$ cat src/rtl/fpga_slave.sv
// ARM-facing slave port: serial read-out of a held FPGA word, plus nibble-assembled ARM writes.
// Optional macro FPGA_SLAVE_PARITY_EN appends an even-parity bit to every read frame.
`timescale 1ns/1ps
module fpga_slave #(
    parameter int SYNC_STAGES = 2,
    parameter int IN_W        = 16
) (
    input  logic            clk,
    input  logic            rst,
    input  logic            sclk,
    input  logic [IN_W-1:0] in_data,
    input  logic            in_enable,
    input  logic [3:0]      from_ARM,
    output logic            to_ARM,
    output logic            out_enable,
    output logic [7:0]      out_data,
    output logic            dirty
);

`ifdef FPGA_SLAVE_PARITY_EN
    localparam int FRAME_W = IN_W + 1;
`else
    localparam int FRAME_W = IN_W;
`endif
    localparam int CNT_W = $clog2(FRAME_W);

    localparam logic [3:0] CMD_WRITE = 4'b0110;
    localparam logic [3:0] CMD_READ  = 4'b0001;

    typedef enum logic [1:0] {IDLE, WR_HI, WR_LO, RD_SHIFT} state_t;

    logic [SYNC_STAGES-1:0]      sclk_sync_q;
    logic                        sclk_prev_q;
    logic [SYNC_STAGES-1:0][3:0] arm_sync_q;

    state_t             state_q,      state_d;
    logic [IN_W-1:0]    hold_q,       hold_d;
    logic [FRAME_W-2:0] shift_q,      shift_d;
    logic [CNT_W-1:0]   cnt_q,        cnt_d;
    logic               to_arm_q,     to_arm_d;
    logic [3:0]         hi_q,         hi_d;
    logic [7:0]         out_data_q,   out_data_d;
    logic               out_enable_q, out_enable_d;
    logic               dirty_q,      dirty_d;
    logic               reload_q,     reload_d;

    logic               sclk_s;
    logic               rise;
    logic               fall;
    logic [3:0]         nibble;
    logic [FRAME_W-1:0] frame_load;

    assign sclk_s = sclk_sync_q[SYNC_STAGES-1];
    assign rise   = sclk_s & ~sclk_prev_q;
    assign fall   = ~sclk_s & sclk_prev_q;
    assign nibble = arm_sync_q[SYNC_STAGES-1];

`ifdef FPGA_SLAVE_PARITY_EN
    assign frame_load = {hold_q, ^hold_q};
`else
    assign frame_load = hold_q;
`endif

    // NOTE: state registers use non-blocking assignments so every flop samples pre-edge values.
    always_ff @(posedge clk) begin
        if (rst) begin
            sclk_sync_q  <= '0;
            sclk_prev_q  <= 1'b0;
            arm_sync_q   <= '0;
            state_q      <= IDLE;
            hold_q       <= '0;
            shift_q      <= '0;
            cnt_q        <= '0;
            to_arm_q     <= 1'b0;
            hi_q         <= '0;
            out_data_q   <= '0;
            out_enable_q <= 1'b0;
            dirty_q      <= 1'b0;
            reload_q     <= 1'b0;
        end else begin
            sclk_sync_q  <= {sclk_sync_q[SYNC_STAGES-2:0], sclk};
            sclk_prev_q  <= sclk_s;
            arm_sync_q   <= {arm_sync_q[SYNC_STAGES-2:0], from_ARM};
            state_q      <= state_d;
            hold_q       <= hold_d;
            shift_q      <= shift_d;
            cnt_q        <= cnt_d;
            to_arm_q     <= to_arm_d;
            hi_q         <= hi_d;
            out_data_q   <= out_data_d;
            out_enable_q <= out_enable_d;
            dirty_q      <= dirty_d;
            reload_q     <= reload_d;
        end
    end

    // NOTE: every signal gets a default first, so no path through the case can infer a latch.
    always_comb begin
        state_d      = state_q;
        hold_d       = hold_q;
        shift_d      = shift_q;
        cnt_d        = cnt_q;
        to_arm_d     = to_arm_q;
        hi_d         = hi_q;
        out_data_d   = out_data_q;
        out_enable_d = 1'b0;
        dirty_d      = dirty_q;
        reload_d     = reload_q;

        if (in_enable) begin
            hold_d  = in_data;
            dirty_d = 1'b1;
        end

        case (state_q)
            IDLE: begin
                if (rise) begin
                    if (nibble == CMD_WRITE) begin
                        state_d = WR_HI;
                    end else if (nibble == CMD_READ && dirty_q) begin
                        // Frame is built from the pre-load holding value; a same-cycle load marks a reload.
                        shift_d  = frame_load[FRAME_W-2:0];
                        to_arm_d = frame_load[FRAME_W-1];
                        cnt_d    = CNT_W'(FRAME_W - 1);
                        reload_d = in_enable;
                        state_d  = RD_SHIFT;
                    end
                end
            end
            WR_HI: begin
                if (rise) begin
                    hi_d    = nibble;
                    state_d = WR_LO;
                end
            end
            WR_LO: begin
                if (rise) begin
                    out_data_d   = {hi_q, nibble};
                    out_enable_d = 1'b1;
                    state_d      = IDLE;
                end
            end
            RD_SHIFT: begin
                if (in_enable) begin
                    reload_d = 1'b1;
                end
                if (fall) begin
                    if (cnt_q != '0) begin
                        to_arm_d = shift_q[FRAME_W-2];
                        shift_d  = shift_q << 1;
                        cnt_d    = cnt_q - 1'b1;
                    end else begin
                        to_arm_d = 1'b0;
                        dirty_d  = in_enable | reload_q;
                        reload_d = 1'b0;
                        state_d  = IDLE;
                    end
                end
            end
            default: state_d = IDLE;
        endcase
    end

    assign to_ARM     = to_arm_q;
    assign out_enable = out_enable_q;
    assign out_data   = out_data_q;
    assign dirty      = dirty_q;

endmodule

$ cat config.mk
export PLATFORM = sky130hd
export DESIGN_NAME = fpga_slave
export DESIGN_NICKNAME = d
export VERILOG_FILES = /design/src/rtl/fpga_slave.sv
export SDC_FILE = /design/constraint.sdc
export NUM_CORES = 1
export LEC_CHECK = 0
export ABC_CLOCK_PERIOD_IN_PS = 3200
export CORE_MARGIN = 3
export CORE_UTILIZATION = 58
export DETAILED_ROUTE_END_ITERATION = 16
export PLACE_DENSITY = 0.86
export SLEW_MARGIN = 20
export SYNTH_ARGS = -nofsm -noshare
export SYNTH_HDL_FRONTEND = slang
export SYNTH_SLANG_ARGS = --single-unit
$ cat constraint.sdc
create_clock -name clk -period 3.2 [get_ports clk]
set_input_delay 0.48 -clock clk [delete_from_list [all_inputs] [get_ports clk]]
set_output_delay 0.48 -clock clk [all_outputs]
set_load 0.05 [all_outputs]
==> summary.md, run 1 <==
| Metric | Value |
|---|---|
| Fin. Hold Viols | `0` |
| Footprint of the multi-input gates | `1170 um2` |
| RSZ-0062 raised after global routing | `no` |
| Reg area | `1280 um2` |
| Total Routing Usage GR | `20.4%` |
| Count of cell types in the netlist | `36` |
| WL/cell | `13.8 um` |
| Clock Tree Root | `clkbuf_8` |
| First-pass DRT Iterations | `4` |
| Synth top area share | `49.8%` |
| CP arrival | `2.46 ns` |
| Starting density of the core | `62.0%` |
| Setup tns final | `0 ns` |
| Largest net degree at the start of global routing | `35` |
| Yosys reg bits | `64` |
| Share of total power in combinational logic | `6.0%` |
| Total congestion overflow | `0` |
| Outcome | `finished clean` |
| CTS Hold Buffers Added | `0` |
| Fmax | `448 MHz` |
| Clock Sinks | `64` |
| Area growth, synth to finish | `19.9%` |
| Global-route wire length before repair | `8180 um` |
| Max incr delay on CP | `0.58 ns` |
| Die W | `72.6 um` |
| Vias/cell | `5.48` |
| Crit-path leading delay family | `compound AO/OA/AOI/OAI gates` |
| Max Cap Violations | `0` |
| Ant. Diodes | `0` |
| Fin util | `74.4%` |
| CTS resizes | `0` |
| Pint | `1220 uW` |
| Count leader, synth | `dfxtp_1` |
| CP Buf/Inv Count | `1` |
| Setup bufs post-CTS | `0` |
| H-tree depth | `3` |
| Pleak | `0.00110 uW` |
| Hold/Removal Path Class | `reg2reg` |
| Synthesis Warnings | `0` |
| Critical-path top delay cell | `o32ai_4` |
| Max Clock Skew | `0.00534 ns` |
| Kind of critical path | `reg2reg` |
| Core ar. | `4140 um2` |
| Avg Synthesized Cell Area | `9.63 um2` |
| Sequential area share after synthesis | `49.8%` |
| Worst-skew pair later-pin latency | `0.34 ns` |
| Port Buf Inserts | `34` |
| Worst-path maximum fanout | `21` |
| CP Cell Sequence | `or3_4 -> o32ai_4 -> buf_4 -> nor3b_1 -> a41o_1` |
| Layout cells sized above 1 | `14.0%` |
| CP endpoint kind | `flip-flop` |
| Fill count | `306` |
| Pwr dens | `510 nW/um2` |
| Clk buf depth | `2` |
| Post-synth top cells | `dfxtp_1 (64), nand2_1 (48), nor2_1 (35)` |
| Initial drt markers | `109` |
| Die height | `72.6 um` |
| Gate Count Post-Synth | `267` |
| Min Tclk post-route | `2.23 ns` |
| FP Rows | `23` |
| WP data required | `3.43 ns` |
| Nets | `322` |
| Slew @ Worst Pin | `0.891 ns` |
| Max-slew violation count | `0` |
| Clock share of power | `41.4%` |
| Final setup fails | `0` |
| Placer Congestion | `0.775` |
| Vias | `1924` |
| Clk slew on worst S/H paths | `0.07 ns` |
| Cell Area, Synth | `2570 um2` |
| Synth top area cells | `dfxtp_1 (50%), mux2i_1 (8.6%), a311oi_2 (7.6%)` |
| Reg power frac | `52.7%` |
| Syn Nets | `292` |
| Startpoint types | `flip-flop` |
| Cell taking the most area after synthesis | `dfxtp_1` |
| Number of global-route vias before repair | `1794` |
| Pre-CTS setup slack | `0.997 ns` |
| IO Pins | `35` |
| Initial antenna violation count | `0` |
| TritonCTS clock tree | `built` |
| Dpl hpwl | `3170 um` |
| Die area | `5270 um2` |
| Drt drc | `0` |
| FFs w/ async S/R, synth | `0%` |
| Slew HR | `40.5%` |
| EDFF count, synth | `0` |
| Fin crit share | `69.7%` |
| Sw power | `355 uW` |
| Num CTS Buffers | `9` |
| Max rail drop VDD | `0.368 mV` |
| Setup ws final | `0.969 ns` |
| Post-synth top flop | `dfxtp_1` |
| Routed Antenna Nets | `0` |
| Routed wire length | `4830 um` |
| Switching share of power | `22.6%` |
[through the flow]
stage                     cell area, um2  instances  power [uW]  hold WS, ns
after floorplan                     2570        267         899        0.414
after global placement              2900        336         937        0.417
after detailed placement            2900        336         940        0.423
after CTS                           3080        351        1590        0.440
after global routing                3080        351        1640        0.472
final                               3080        351        1570        0.440
[power groups by stage]
stage	sequential, uW	clock (uW)	combinational (uW)
after detailed placement	846	0	94.0
after CTS	828	667	94.3
after global placement	845	0	91.4
after floorplan	845	0	53.9
after global routing	830	702	103
final	829	651	93.9
[sequential cells by signal (all words and copies together) (netlist names), 2 cells and up]
name and count:
frame_load 16, sclk_sync_q 2, arm_sync_q 4, out_data 8, shift_q 15, hi_q 4, nibble 4, state_q 2
cnt_q 4
[worst paths after layout]
kind                 start    endpoint  slack [ns]  depth (start not counted)
max             state_q[1]  shift_q[0]        0.97                          5
min reg2reg  arm_sync_q[2]   nibble[2]        0.44                          1
min          arm_sync_q[2]   nibble[2]        0.44                          1
max reg2reg     state_q[1]  shift_q[0]        0.97                          5
[cell type report]
cell class,instances,share of cell area (%)
clock buffers,9,4.02
clock inverters,6,1.99
multi-input cells,180,38.1
well taps,50,2.03
flip-flops and latches,64,41.6
inverters,4,0.487
repair buffers,38,11.9
[cells in the final DEF (no fill, tap or decap), types with 2 or more instances in the layout]
cell / netlist / routed
a21oi_1: 13 / 13
nand2b_1: 4 / 4
clkbuf_8: 0 / 9
buf_4: 1 / 4
mux2i_1: 22 / 22
clkinv_2: 0 / 3
nand2_1: 48 / 48
a311oi_1: 4 / 4
nor2b_1: 11 / 11
dfxtp_1: 64 / 64
nor2_2: 3 / 3
o21ai_0: 3 / 3
a311oi_2: 13 / 13
nor2_1: 35 / 35
nor3b_1: 3 / 3
clkdlybuf4s50_1: 0 / 33
or3b_2: 3 / 3
nor3_1: 2 / 2
inv_1: 4 / 4
[cell families after synthesis]
family,Yosys count,synth area share (%)
AND/OR/NAND/NOR,117,21.6
flip-flops,64,49.8
AO/OA/AOI/OAI,40,15.0
multiplexers,22,8.56
buffers and inverters,23,4.53
adder cells (fa/ha/maj),1,0.487
[per-layer routing]
metal	vias up	GRT usage, %	part of all wire (%)
li1	973	-	-
met1	907	25.8	47
met2	34	30.6	47
met3	10	6.34	3.9
met4	0	11.9	1.8
met5	-	0	0
Power figures use the tool's default switching activity.
==> run 2: changes to the inputs <==
Settings changed: ABC_CLOCK_PERIOD_IN_PS 3200 to 1930, CORE_UTILIZATION 58 to 48, PLACE_DENSITY 0.86 to 0.76.
Clock period 3.2 ns to 1.93 ns, I/O delays scaled along.
==> run 2 against run 1 <==
Worst setup slack worse by 0.82 ns. Largest power group unchanged. Total power up 84%. Sequential share of layout area down 1.9 points. Final cell count up 8.0%. Largest cell class unchanged. Sequential power up 65%. Critical path type is now reg2out. Cell area up 4.8%. Critical endpoint is now out_data[3]. Count of clock-buffer cells in the layout up 1. Core utilization down 12 points. Combinational power up 75%. Highest routed layer unchanged.
==> summary.md, run 2 (same netlist as run 1, synthesis figures left out) <==
| Metric | Value |
|---|---|
| Setup tns final | `0 ns (unchanged)` |
| Clock Tree Root | `clkbuf_8` |
| Fin. Hold Viols | `0 (unchanged)` |
| Routed wire length | `4870 um (+0.79%)` |
| Setup bufs post-CTS | `0 (unchanged)` |
| Die W | `79.2 um (+9.1%)` |
| Clk slew on worst S/H paths | `0.07 ns (about the same)` |
| Placer Congestion | `0.821 (+6.0%)` |
| Global-route wire length before repair | `8210 um (+0.34%)` |
| Fmax | `563 MHz` |
| Number of global-route vias before repair | `1847 (+3.0%)` |
| WL/cell | `12.8 um (-6.7%)` |
| Worst-skew pair later-pin latency | `0.33 ns (about the same)` |
| Finished Layout Cells | `379 (+8.0%)` |
| Inst Count DP | `363 (+8.0%)` |
| TritonCTS clock tree | `built` |
| Layout cells sized above 1 | `16.2% (+2.2 points)` |
| Total congestion overflow | `0 (unchanged)` |
| First-pass DRT Iterations | `4 (unchanged)` |
| Met2 Wirelength | `2150 um (-5.9%)` |
| WP data required | `1.64 ns (-1.79 ns)` |
| Critical-path top delay cell | `clkdlybuf4s50_1` |
| Die height | `79.2 um (+9.1%)` |
| Fin util | `62.9% (-12 points)` |
| Final setup fails | `0 (unchanged)` |
| Max rail drop VDD | `0.651 mV (+77%)` |
| Worst-path maximum fanout | `2 (-90%)` |
| Die area | `6270 um2 (+19%)` |
| Initial drt markers | `163 (+50%)` |
| Min Tclk post-route | `1.78 ns` |
| Ant. Diodes | `0 (unchanged)` |
| CTS Hold Buffers Added | `0 (unchanged)` |
| Fill count | `454 (+48%)` |
| Setup ws final | `0.154 ns (-0.815 ns)` |
| Routed Antenna Nets | `0 (unchanged)` |
| CP Buf/Inv Count | `1 (unchanged)` |
| Pre-CTS setup slack | `0.184 ns (-0.813 ns)` |
| Max Clock Skew | `0.00679 ns (+0.00145 ns)` |
| Kind of critical path | `reg2out` |
| Uppermost layer routed | `met4` |
| Slew HR | `63.3% (+23 points)` |
| Pwr dens | `894 nW/um2 (+75%)` |
| WL met1 | `2410 um (+6.0%)` |
| Max-slew violation count | `0 (unchanged)` |
| CTS resizes | `0 (unchanged)` |
| Number of flip-flops under the largest register name | `16 (unchanged)` |
| CP endpoint kind | `output pin` |
| FP Rows | `26 (+13%)` |
| Outcome | `finished clean` |
| Starting density of the core | `50.0% (-12 points)` |
| Vias/cell | `5.08 (-7.4%)` |
| Hold/Removal Path Class | `in2reg` |
| Most frequent cells in the layout | `dfxtp_1 (64), nand2_1 (48), nor2_1 (35), clkdlybuf4s50_1 (32), mux2i_1 (22)` |
| Commonest non-fill, non-tap cell in the layout | `dfxtp_1` |
| Crit-path leading delay family | `buffers and inverters` |
| Max incr delay on CP | `0.81 ns (+0.23 ns)` |
| Area growth, synth to finish | `25.6%` |
| Met3 wire len | `192 um (+2.7%)` |
| CP arrival | `1.49 ns (-0.97 ns)` |
| Nets | `329 (+2.2%)` |
| Pleak | `0.00118 uW (+6.8%)` |
| Num CTS Buffers | `9 (unchanged)` |
| RSZ-0062 raised after global routing | `no` |
| Fin crit share | `92.0%` |
| Fin Hold WS | `0.389 ns (-0.0508 ns)` |
| Initial antenna violation count | `0 (unchanged)` |
| H-tree depth | `3 (unchanged)` |
| Total Routing Usage GR | `17.2% (-3.2 points)` |
| Vias | `1924 (unchanged)` |
| Startpoint types | `flip-flop` |
| Max Cap Violations | `0 (unchanged)` |
| Dpl hpwl | `3270 um (+3.1%)` |
| Largest net degree at the start of global routing | `33 (-5.7%)` |
| Drt drc | `0 (unchanged)` |
| IO Pins | `35 (unchanged)` |
| Clock Sinks | `64 (unchanged)` |
| CP Cell Sequence | `clkdlybuf4s50_1` |
| Clk buf depth | `2 (unchanged)` |
| Core ar. | `5140 um2 (+24%)` |
| Port Buf Inserts | `34 (unchanged)` |
| Slew @ Worst Pin | `0.550 ns (-0.341 ns)` |
[run 2: changes by cell type in the layout (fill, tap and decap cells not counted)]
cell and change:
clkinv_4 -1, bufinv_16 +2, clkinv_2 -1, nor3b_2 +1, buf_4 +6, dlymetal6s2s_1 +1
clkdlybuf4s50_1 -1, clkbuf_1 +1, buf_12 +1, nor3b_1 -1
[run 2: metrics by stage]
stage               total power [uW]  area (um2)
finish                          2890        3230
global route                    2980        3230
floorplan                       1490        2570
detailed placement              1570        2990
CTS                             2910        3220
global placement                1560        2990
[run 2: power breakdown]
| part | internal, uW | switching [uW] |
|---|---|---|
| Sequential | 1350 | 18.0 |
| Combinational | 86.4 | 77.4 |
| Clock | 853 | 498 |
[run 2: per-layer routing]
metal  GRT usage (%)  vias up
met5               0        -
met1            22.3      884
met2            25.5       40
met4            10.5        0
li1                -      989
met3            4.42       11
[run 2: cell type report]
cell class                      count  area [um2]  share of cell area (%)
Clock buffer                       10         128                    3.95
Tap cell                           70        87.6                    2.71
Inverter                            4        15.0                   0.465
Multi-Input combinational cell    180        1180                    36.5
Sequential cell                    64        1280                    39.7
Timing Repair Buffer               45         433                    13.4
Clock inverter                      6         108                    3.33
[run 2: worst paths after layout]
| kind | start | to | slack (ns) | depth (start not counted) |
|---|---|---|---|---|
| min reg2reg | arm_sync_q[1] | nibble[1] | 0.44 | 1 |
| max reg2reg | nibble[3] | cnt_q[1] | 0.16 | 5 |
| min | rst | sclk_sync_q[0] | 0.39 | 2 |
| max | out_data[3] | out_data[3] | 0.15 | 1 |
==> run 3: changes to the inputs <==
Settings changed: CAP_MARGIN set to 5.
==> results of run 3 <==
The final DEF is identical to that of run 2; final timing and power are the same.
